### src/rtl/hamming_pkg.sv
// ---------------------------------------------------------------------------
// hamming_pkg
//   Shared layout definition for the Hamming(21,16) code, used by both the
//   encoder and the decoder so that both ends agree on bit placement.
//   - DATA_W / PAR_W / CODE_W : payload, parity and codeword widths
//   - data_pos(idx)           : Hamming position (1..21) of payload bit idx
//   - syn_mask(j)             : codeword bits covered by parity/syndrome bit j
//   - calc_syndrome(cw)       : 5-bit syndrome of a codeword
//   - encode(d)               : 16-bit payload -> 21-bit codeword
//   Codeword bit k-1 holds Hamming position k.
// ---------------------------------------------------------------------------
package hamming_pkg;

  localparam int DATA_W = 16;
  localparam int PAR_W  = 5;
  localparam int CODE_W = DATA_W + PAR_W;
  localparam int CNT_W  = 16;

  // Payload bits fill the non-power-of-two positions in ascending order.
  function automatic logic [PAR_W-1:0] data_pos(input int idx);
    int              cnt;
    logic [PAR_W-1:0] pos;
    cnt = 0;
    pos = '0;
    for (int p = 1; p <= CODE_W; p++) begin
      if ((p & (p - 1)) != 0) begin
        if (cnt == idx) pos = PAR_W'(p);
        cnt++;
      end
    end
    return pos;
  endfunction

  // Positions whose index has bit j set.
  function automatic logic [CODE_W-1:0] syn_mask(input int j);
    logic [CODE_W-1:0] m;
    m = '0;
    for (int p = 1; p <= CODE_W; p++) begin
      if (((p >> j) & 1) != 0) m = m | (CODE_W'(1) << (p - 1));
    end
    return m;
  endfunction

  function automatic logic [PAR_W-1:0] calc_syndrome(input logic [CODE_W-1:0] cw);
    logic [PAR_W-1:0] s;
    s = '0;
    for (int j = 0; j < PAR_W; j++) begin
      if (^(cw & syn_mask(j))) s = s | (PAR_W'(1) << j);
    end
    return s;
  endfunction

  // Place data, then set each parity bit so the overall syndrome is zero.
  function automatic logic [CODE_W-1:0] encode(input logic [DATA_W-1:0] d);
    logic [CODE_W-1:0] cw;
    logic [PAR_W-1:0]  s;
    cw = '0;
    for (int i = 0; i < DATA_W; i++) begin
      if (((d >> i) & DATA_W'(1)) != '0) cw = cw | (CODE_W'(1) << (data_pos(i) - 1'b1));
    end
    s = calc_syndrome(cw);
    for (int j = 0; j < PAR_W; j++) begin
      if (((s >> j) & PAR_W'(1)) != '0) cw = cw | (CODE_W'(1) << ((1 << j) - 1));
    end
    return cw;
  endfunction

endpackage

### src/rtl/hamming_syndrome.sv
// ---------------------------------------------------------------------------
// hamming_syndrome
//   Combinational syndrome generator for the Hamming(21,16) code.
//   Ports:
//     cw_i  [20:0] in   received codeword (bit k-1 = position k)
//     syn_o [4:0]  out  syndrome; 0 = clean, 1..21 = error position
// ---------------------------------------------------------------------------
module hamming_syndrome
  import hamming_pkg::*;
(
  input  logic [CODE_W-1:0] cw_i,
  output logic [PAR_W-1:0]  syn_o
);

  genvar gi;
  generate
    for (gi = 0; gi < PAR_W; gi++) begin : g_syn
      // Coverage mask includes the parity bit itself, so a clean word gives 0.
      localparam logic [CODE_W-1:0] MASK = syn_mask(gi);
      assign syn_o[gi] = ^(cw_i & MASK);
    end
  endgenerate

endmodule

### src/rtl/hamming_dec.sv
// ---------------------------------------------------------------------------
// hamming_dec
//   Hamming(21,16) single-error-correcting decoder, 2-stage valid/ready
//   pipeline sustaining one word per cycle.
//   Stage 1 registers the raw payload bits and the syndrome; stage 2 applies
//   the correction and drives the output registers.
//   Ports:
//     clk      in        rising-edge clock
//     rst      in        asynchronous active-low reset
//     iData    in  [20:0] received codeword (bit k-1 = position k)
//     iValid   in        upstream word valid
//     oReady   out       decoder accepts iData this cycle
//     oData    out [15:0] corrected payload
//     oCorr    out       single-bit error was corrected (with oValid)
//     oUncorr  out       syndrome 22..31, payload passed raw (with oValid)
//     oValid   out       output word valid
//     iReady   in        downstream accepts output this cycle
//   Optional (macro HAMMING_DEC_STATS_EN):
//     iClrCnt    in        clear both counters (wins over increment)
//     oCorrCnt   out [15:0] saturating count of corrected words delivered
//     oUncorrCnt out [15:0] saturating count of uncorrectable words delivered
// ---------------------------------------------------------------------------
module hamming_dec
  import hamming_pkg::*;
(
  input  logic              clk,
  input  logic              rst,
  input  logic [CODE_W-1:0] iData,
  input  logic              iValid,
  output logic              oReady,
  output logic [DATA_W-1:0] oData,
  output logic              oCorr,
  output logic              oUncorr,
  output logic              oValid,
  input  logic              iReady
`ifdef HAMMING_DEC_STATS_EN
  ,
  input  logic              iClrCnt,
  output logic [CNT_W-1:0]  oCorrCnt,
  output logic [CNT_W-1:0]  oUncorrCnt
`endif
);

  localparam logic [PAR_W-1:0] MAX_POS = PAR_W'(CODE_W);

  logic              ld1;
  logic              ld2;
  logic [DATA_W-1:0] data_raw;
  logic [PAR_W-1:0]  syn_in;
  logic [DATA_W-1:0] flip;

  logic              s1_valid_q, s1_valid_d;
  logic [DATA_W-1:0] s1_data_q,  s1_data_d;
  logic [PAR_W-1:0]  s1_syn_q,   s1_syn_d;

  logic              o_valid_q,  o_valid_d;
  logic [DATA_W-1:0] o_data_q,   o_data_d;
  logic              o_corr_q,   o_corr_d;
  logic              o_uncorr_q, o_uncorr_d;

  hamming_syndrome u_syndrome (
    .cw_i  (iData),
    .syn_o (syn_in)
  );

  // Parity positions are only needed for the syndrome, so stage 1 keeps just
  // the payload bits. A syndrome pointing at a parity position matches no
  // flip bit, which leaves the payload untouched as intended.
  genvar gi;
  generate
    for (gi = 0; gi < DATA_W; gi++) begin : g_data
      localparam logic [PAR_W-1:0] POS = data_pos(gi);
      assign data_raw[gi] = iData[POS - 1'b1];
      assign flip[gi]     = (s1_syn_q == POS);
    end
  endgenerate

  // Each stage loads when its downstream slot is empty or being drained;
  // this gives full throughput at the cost of a combinational iReady->oReady path.
  assign ld2    = !o_valid_q || iReady;
  assign ld1    = !s1_valid_q || ld2;
  assign oReady = ld1;

  always_comb begin
    s1_valid_d = s1_valid_q;
    s1_data_d  = s1_data_q;
    s1_syn_d   = s1_syn_q;
    if (ld1) begin
      s1_valid_d = iValid;
      if (iValid) begin
        s1_data_d = data_raw;
        s1_syn_d  = syn_in;
      end
    end
  end

  always_comb begin
    o_valid_d  = o_valid_q;
    o_data_d   = o_data_q;
    o_corr_d   = o_corr_q;
    o_uncorr_d = o_uncorr_q;
    if (ld2) begin
      o_valid_d = s1_valid_q;
      if (s1_valid_q) begin
        o_data_d   = s1_data_q ^ flip;
        o_corr_d   = (s1_syn_q != '0) && (s1_syn_q <= MAX_POS);
        o_uncorr_d = (s1_syn_q > MAX_POS);
      end
    end
  end

  always_ff @(posedge clk or negedge rst) begin
    if (!rst) begin
      s1_valid_q <= 1'b0;
      s1_data_q  <= '0;
      s1_syn_q   <= '0;
      o_valid_q  <= 1'b0;
      o_data_q   <= '0;
      o_corr_q   <= 1'b0;
      o_uncorr_q <= 1'b0;
    end else begin
      s1_valid_q <= s1_valid_d;
      s1_data_q  <= s1_data_d;
      s1_syn_q   <= s1_syn_d;
      o_valid_q  <= o_valid_d;
      o_data_q   <= o_data_d;
      o_corr_q   <= o_corr_d;
      o_uncorr_q <= o_uncorr_d;
    end
  end

  assign oData   = o_data_q;
  assign oCorr   = o_corr_q;
  assign oUncorr = o_uncorr_q;
  assign oValid  = o_valid_q;

`ifdef HAMMING_DEC_STATS_EN
  logic             out_xfer;
  logic [CNT_W-1:0] corr_cnt_q,   corr_cnt_d;
  logic [CNT_W-1:0] uncorr_cnt_q, uncorr_cnt_d;

  assign out_xfer = o_valid_q && iReady;

  always_comb begin
    corr_cnt_d   = corr_cnt_q;
    uncorr_cnt_d = uncorr_cnt_q;
    if (iClrCnt) begin
      corr_cnt_d   = '0;
      uncorr_cnt_d = '0;
    end else if (out_xfer) begin
      if (o_corr_q && (corr_cnt_q != '1))     corr_cnt_d   = corr_cnt_q + 1'b1;
      if (o_uncorr_q && (uncorr_cnt_q != '1)) uncorr_cnt_d = uncorr_cnt_q + 1'b1;
    end
  end

  always_ff @(posedge clk or negedge rst) begin
    if (!rst) begin
      corr_cnt_q   <= '0;
      uncorr_cnt_q <= '0;
    end else begin
      corr_cnt_q   <= corr_cnt_d;
      uncorr_cnt_q <= uncorr_cnt_d;
    end
  end

  assign oCorrCnt   = corr_cnt_q;
  assign oUncorrCnt = uncorr_cnt_q;
`endif

endmodule

### config.mk
export PLATFORM = sky130hd
export DESIGN_NAME = hamming_dec
export DESIGN_NICKNAME = d
export VERILOG_FILES = /design/src/rtl/hamming_pkg.sv /design/src/rtl/hamming_syndrome.sv /design/src/rtl/hamming_dec.sv
export SDC_FILE = /design/constraint.sdc
export NUM_CORES = 1
export LEC_CHECK = 0
export BUFFER_PORTS_ARGS = -buffer_cell sky130_fd_sc_hd__clkbuf_2
export CAP_MARGIN = 40
export CELL_PAD_IN_SITES_DETAIL_PLACEMENT = 0
export CELL_PAD_IN_SITES_GLOBAL_PLACEMENT = 2
export CORE_ASPECT_RATIO = 0.75
export CORE_UTILIZATION = 38
export DETAILED_ROUTE_END_ITERATION = 16
export PLACE_DENSITY = 0.87
export SYNTH_ARGS = -nofsm -noshare
export SYNTH_HDL_FRONTEND = slang
export SYNTH_HIERARCHICAL = 1
export SYNTH_SLANG_ARGS = --single-unit
### constraint.sdc
create_clock -name clk -period 4.55 [get_ports clk]
set_input_delay 0.455 -clock clk [delete_from_list [all_inputs] [get_ports clk]]
set_output_delay 0.455 -clock clk [all_outputs]
set_load 0.02 [all_outputs]
==> results of run 1 <==
worst max-delay path, stage by stage (launching register included):
cell and delay [ns]:
dfrtp_1 0.39, nand2b_1 0.46, and2_1 0.61, mux2_2 0.40
cell usage in the layout (no fill, tap or decap), types with 2 or more instances in the layout:
cell type,instances
xor2_1,5
nand2b_1,5
clkbuf_8,5
nand3b_1,3
or4_1,2
o31ai_1,2
nand4bb_1,2
a21oi_1,17
dfrtp_1,41
nand2_1,2
mux2_2,23
or3_1,15
xnor2_1,20
inv_1,3
clkbuf_1,3
a31oi_1,16
or3b_4,2
o21ai_0,14
xnor3_1,3
clkbuf_2,44
power by group through the flow:
stage / Combinational, mW / Sequential, mW / Clock, mW
floorplan: 0.299 / 0.569 / 0
finish: 0.429 / 0.559 / 0.227
CTS: 0.431 / 0.558 / 0.236
detailed placement: 0.431 / 0.567 / 0
global route: 0.476 / 0.576 / 0.251
global placement: 0.419 / 0.563 / 0
worst paths after layout:
check                           slack (ns)            to  startpoint
min in group clk                      0.37    s1_valid_q      iValid
worst max register to register        2.56       oUncorr      oValid
max in group asynchronous             4.08  s1_data_q[2]         rst
worst max-delay path                  2.56       oUncorr      oValid
worst min register to register        0.51         oCorr       oCorr
worst min-delay path                  0.01    s1_valid_q         rst
state kept, by name (all words and copies together), names as in the netlist:
name and cells:
s1_valid_q 1, oCorr 1, oUncorr 1, s1_syn_q 5
s1_data_q 16, oData 16, oValid 1
routing by layer:
| metal | part of all wire | track usage | vias to the layer above |
|---|---|---|---|
| met3 | 0.050 | 0.0428 | 3 |
| met5 | 0 | 0 | - |
| met4 | 0.0052 | 0.0536 | 0 |
| li1 | - | - | 783 |
| met2 | 0.36 | 0.198 | 43 |
| met1 | 0.59 | 0.284 | 686 |
logic make-up (layout without fill, tap and decap cells):
logic type	after synthesis	count (layout)	synth area share
AOI/OAI and AO/OA	50	50	0.129
DFF	41	41	0.473
and+or+nand+nor	33	33	0.104
xor gates and xnor gates	29	29	0.140
muxes	23	23	0.119
buffers and inverters	15	57	0.0346
layout make-up:
class                           count  area [sq um]
Timing Repair Buffer               46           268
Sequential cell                    41          1030
Clock buffer                        8          80.1
Multi-Input combinational cell    135          1070
Inverter                            3          11.3
Tap cell                           75          93.8
Fill cell                         555          2860
per-stage QoR:
stage | util | instances | area (sq um) | worst slack [ns]
3_3_place_gp | 0.447 | 298 | 2420 | 2.41
4_1_cts | 0.471 | 308 | 2550 | 2.54
6_report | 0.471 | 308 | 2550 | 2.56
5_1_grt | 0.471 | 308 | 2550 | 2.36
3_5_place_dp | 0.456 | 300 | 2470 | 2.35
2_1_floorplan | - | 191 | 2170 | 2.95
==> impl_metrics.json, run 1 <==
{
  "status": "completed",
  "max_cap_viol_count": 0,
  "fp-row-count": 23,
  "grt-ovfl-total": 0,
  "reg2regPathDepth": 3,
  "clock_skew_ns": 0.00654,
  "grt_use_total": 0.169,
  "hold_viol": 0,
  "postCtsSetupBuffers": 0,
  "netlist_instances": 191,
  "start_util": 0.401,
  "yosysTopAreaCell": "dfrtp_1",
  "ys_ff_latch": 41,
  "synth_most_common_cell": "dfrtp_1",
  "hold_class": "in -> async",
  "antenna_found_initial": 0,
  "cts-resized-gates": 0,
  "netlist.area_leader.share": 0.473,
  "syn-num-nets": 216,
  "cp.required_ns": 4.73,
  "p_total_mw": 1.21,
  "clockBufferDepth": 2,
  "ys_async_sr_fraction": 1.00,
  "antenna_left": 0,
  "worstPathMaxFanout": 18,
  "power_frac_seq": 0.460,
  "num_io_pins": 45,
  "dr.pass1.iters": 4,
  "ys_top_cells_by_count": "dfrtp_1, mux2_2, xnor2_1, a21oi_1, a31oi_1",
  "cts_tree": "built",
  "die_w_microns": 89.2,
  "synth_cell_types": 25,
  "vias": 1515,
  "drt-total-wl_mm": 4.43,
  "cp.arrival_ns": 2.16,
  "drt_iter0_drc": 123,
  "synth_area_sq_mm": 0.00217,
  "clkPwrFrac": 0.187,
  "clkLatencyLatePin_ns": 0.29,
  "post_drt_wl_per_cell_microns": 14.4,
  "drive_gt1_frac": 0.330,
  "relSlewSlack": 0.582,
  "powerDensity_mw_per_mm2": 477,
  "tightest_slew_ns": 0.627,
  "internal_power_uw": 766,
  "rsz0062_at_grt": "no",
  "fin_tns_setup_ns": 0,
  "hold_slack_ns": 0.0135,
  "drc": 0,
  "yosysSeqAreaShare": 0.473,
  "nets": 257,
  "setup_violations": 0,
  "fmax_mhz": 504,
  "yosysWarnings": 6,
  "clock-root-buffer": "clkbuf_8",
  "worstSetupEndpointType": "flip-flop",
  "grt_max_degree": 34,
  "switchingPower_uw": 449,
  "htree_levels": 2,
  "design.die.area_sq_mm": 0.00602,
  "p_leak_nw": 1.05,
  "post-route-period-util": 0.436,
  "core_region_area_sq_mm": 0.00541,
  "worst_ir_drop_vdd_mv": 0.151,
  "io_buffers": 44,
  "dp_hpwl_mm": 3.36,
  "switching_share": 0.370,
  "die_h_microns": 67.4,
  "synthTopCellsByArea": "dfrtp_1, mux2_2, xnor2_1, a31oi_1, or3_1",
  "syn_area_per_cell_sq_um": 11.4,
  "grt_pass1_wl_mm": 7.34,
  "slew_violations": 0,
  "grt_pass1_vias": 1397,
  "fin_crit_ns": 1.99,
  "postCtsHoldBufs": 0,
  "diodes": 0,
  "clk_pin_slew_ns": 0.08,
  "ys.flop_type": "dfrtp_1",
  "cp-start-kind": "flip-flop",
  "synth-edff-count": 0,
  "combPwrFrac": 0.353,
  "clock_sinks": 41,
  "numCtsBuffers": 5,
  "viasPerCell": 4.92,
  "finalWeightedCongestion": 0.727,
  "crit_type": "reg -> reg",
  "area.growth.synth_to_final_pct": 17.4
}
(Power assumes the default switching activity.)
==> run 2: changes to the inputs <==
--- a/config.mk
+++ b/config.mk
@@ -10,9 +10,9 @@
 export CELL_PAD_IN_SITES_DETAIL_PLACEMENT = 0
 export CELL_PAD_IN_SITES_GLOBAL_PLACEMENT = 2
 export CORE_ASPECT_RATIO = 0.75
-export CORE_UTILIZATION = 38
+export CORE_UTILIZATION = 31
 export DETAILED_ROUTE_END_ITERATION = 16
-export PLACE_DENSITY = 0.87
+export PLACE_DENSITY = 0.76
 export SYNTH_ARGS = -nofsm -noshare
 export SYNTH_HDL_FRONTEND = slang
 export SYNTH_HIERARCHICAL = 1
==> constraint.sdc (replaced) <==
create_clock -name clk -period 1.8 [get_ports clk]
set_input_delay 0.18 -clock clk [delete_from_list [all_inputs] [get_ports clk]]
set_output_delay 0.18 -clock clk [all_outputs]
set_load 0.02 [all_outputs]
==> run 2 against run 1 <==
Against the previous run: sequential power grew to 2.5 times the previous value; via count is 3.2% higher; highest routed layer unchanged; power grew to 2.6 times the previous value; fmax is 25% higher; combinational power grew to 2.6 times the previous value; routed wire length is 9.4% higher.
==> impl_metrics.json, run 2 (synthesis results as in run 1) <==
{
  "min_from": "iValid",
  "clk_pin_slew_ns": 0.09,
  "hold_class": "in -> reg",
  "die_h_microns": 74.4,
  "powerDensity_mw_per_mm2": 1220,
  "die_w_microns": 98.6,
  "r2r_end": "oCorr",
  "cp_slowest_stage_delay_ns": 0.48,
  "post-route-period-util": 0.881,
  "clock-root-buffer": "clkbuf_8",
  "route.met2.wl_mm": 1.65,
  "internal_power_mw": 1.95,
  "diodes": 0,
  "hold_path_end": "s1_valid_q",
  "crit_buf_inv": 0,
  "drive_gt1_frac": 0.353,
  "relSlewSlack": 0.736,
  "hold_slack_ns": 0.113,
  "antenna_found_initial": 0,
  "worst_ir_drop_vdd_mv": 0.350,
  "grt_pass1_vias": 1425,
  "fmax_mhz": 631,
  "vias": 1563,
  "post_drt_wl_per_cell_microns": 15.2,
  "nFillCells": 660,
  "switchingPower_mw": 1.21,
  "slew_violations": 0,
  "grt_use_total": 0.146,
  "antenna_left": 0,
  "cts_tree": "built",
  "switching_share": 0.382,
  "start_util": 0.332,
  "io_buffers": 44,
  "cp-start-kind": "flip-flop",
  "cp_cell_sequence": "or3_1 -> o32a_1 -> mux2_2",
  "drt-met1-wl_mm": 2.92,
  "p_leak_nw": 1.08,
  "setup_violations": 0,
  "cp.required_ns": 1.99,
  "num_io_pins": 45,
  "clock_sinks": 41,
  "cp_top_family": "flip-flops",
  "design.die.area_sq_mm": 0.00734,
  "clock_skew_ns": 0.00645,
  "grt-ovfl-total": 0,
  "hold_viol": 0,
  "dr.pass1.iters": 4,
  "ff2ff_setup_slack_ns": 0.21,
  "top_layer": "met4",
  "stdcell_area_sq_mm": 0.00258,
  "final_cell_mix": "clkbuf_2, dfrtp_1, mux2_2, xnor2_1, a21oi_1",
  "worstSetupEndpointType": "flip-flop",
  "rsz0062_at_grt": "no",
  "postCtsSetupBuffers": 0,
  "fin_crit_ns": 1.59,
  "cp.arrival_ns": 1.77,
  "worstPathMaxFanout": 10,
  "combPwrFrac": 0.359,
  "clkLatencyLatePin_ns": 0.30,
  "drt_iter0_drc": 65,
  "power_frac_seq": 0.444,
  "crit_type": "reg -> reg",
  "wl_met3_microns": 249,
  "dp_hpwl_mm": 3.77,
  "tightest_slew_ns": 0.397,
  "fp-row-count": 25,
  "drc": 0,
  "finalWeightedCongestion": 0.708,
  "crit_slowest_cell": "dfrtp_1",
  "viasPerCell": 4.90,
  "nets": 262,
  "cts-resized-gates": 0,
  "postCtsHoldBufs": 1,
  "finalNonFillerCells": 319,
  "core_region_area_sq_mm": 0.00654,
  "htree_levels": 2,
  "grt_max_degree": 42,
  "drt-total-wl_mm": 4.85,
  "grt_pass1_wl_mm": 7.91,
  "reg2regPathDepth": 3,
  "area.growth.synth_to_final_pct": 19.2,
  "clockBufferDepth": 2,
  "max_cap_viol_count": 0,
  "dp_cells": 310,
  "fin_tns_setup_ns": 0,
  "min_path_cells": 2,
  "r2r-start": "s1_syn_q[1]",
  "numCtsBuffers": 5,
  "clkPwrFrac": 0.197,
  "placedInstanceArea_sq_mm": 0.00248,
  "status": "completed",
  "layout_commonest_cell": "clkbuf_2"
}
## run 2: layer usage
metal  vias to the layer above  track usage
li1                        789            -
met3                         4       0.0376
met2                        51        0.176
met1                       719        0.242
met5                         -            0
met4                         0       0.0448
## run 2: worst max-delay path by stage
stage | from | endpoint | slack [ns] | cells past startpoint
finish | s1_syn_q[1] | oCorr | 0.21 | 3
detailed placement | iData[18] | s1_syn_q[0] | 0.22 | 5
CTS | s1_syn_q[1] | oCorr | 0.22 | 3
global route | s1_syn_q[1] | oData[2] | 0.15 | 3
floorplan | oValid | s1_data_q[0] | 0.23 | 4
global placement | iData[18] | s1_syn_q[0] | 0.23 | 5
## run 2: area by class of cell
class                   instances  area [sq um]  share of cell area
inverters                       3          11.3             0.00436
clock inverters                 3          22.5             0.00871
well taps                      81           101              0.0392
repair buffers                 51           288               0.111
flip-flops and latches         41          1030               0.397
multi-input cells             135          1070               0.413
clock buffers                   5          68.8              0.0266
## run 2: power groups by stage
stage	Clock [mW]	Sequential, mW	Combinational [mW]
global placement	0	1.41	1.13
CTS	0.639	1.40	1.15
global route	0.679	1.44	1.25
floorplan	0	1.44	0.757
finish	0.622	1.40	1.13
detailed placement	0	1.42	1.14
## run 2: stage by stage
| step | power, mW | util | setup WS, ns |
|---|---|---|---|
| 2_1_floorplan | 2.19 | - | 0.227 |
| 3_3_place_gp | 2.55 | 0.380 | 0.228 |
| 3_5_place_dp | 2.56 | 0.380 | 0.224 |
| 4_1_cts | 3.19 | 0.395 | 0.215 |
| 5_1_grt | 3.37 | 0.395 | 0.147 |
| 6_report | 3.16 | 0.395 | 0.214 |
## run 2: worst reg2reg max path: cells and delay by family (launching register included)
family          cells  cell delay (ns)
flops               1             0.48
simple gates        1             0.43
compound gates      1             0.30
mux                 1             0.26
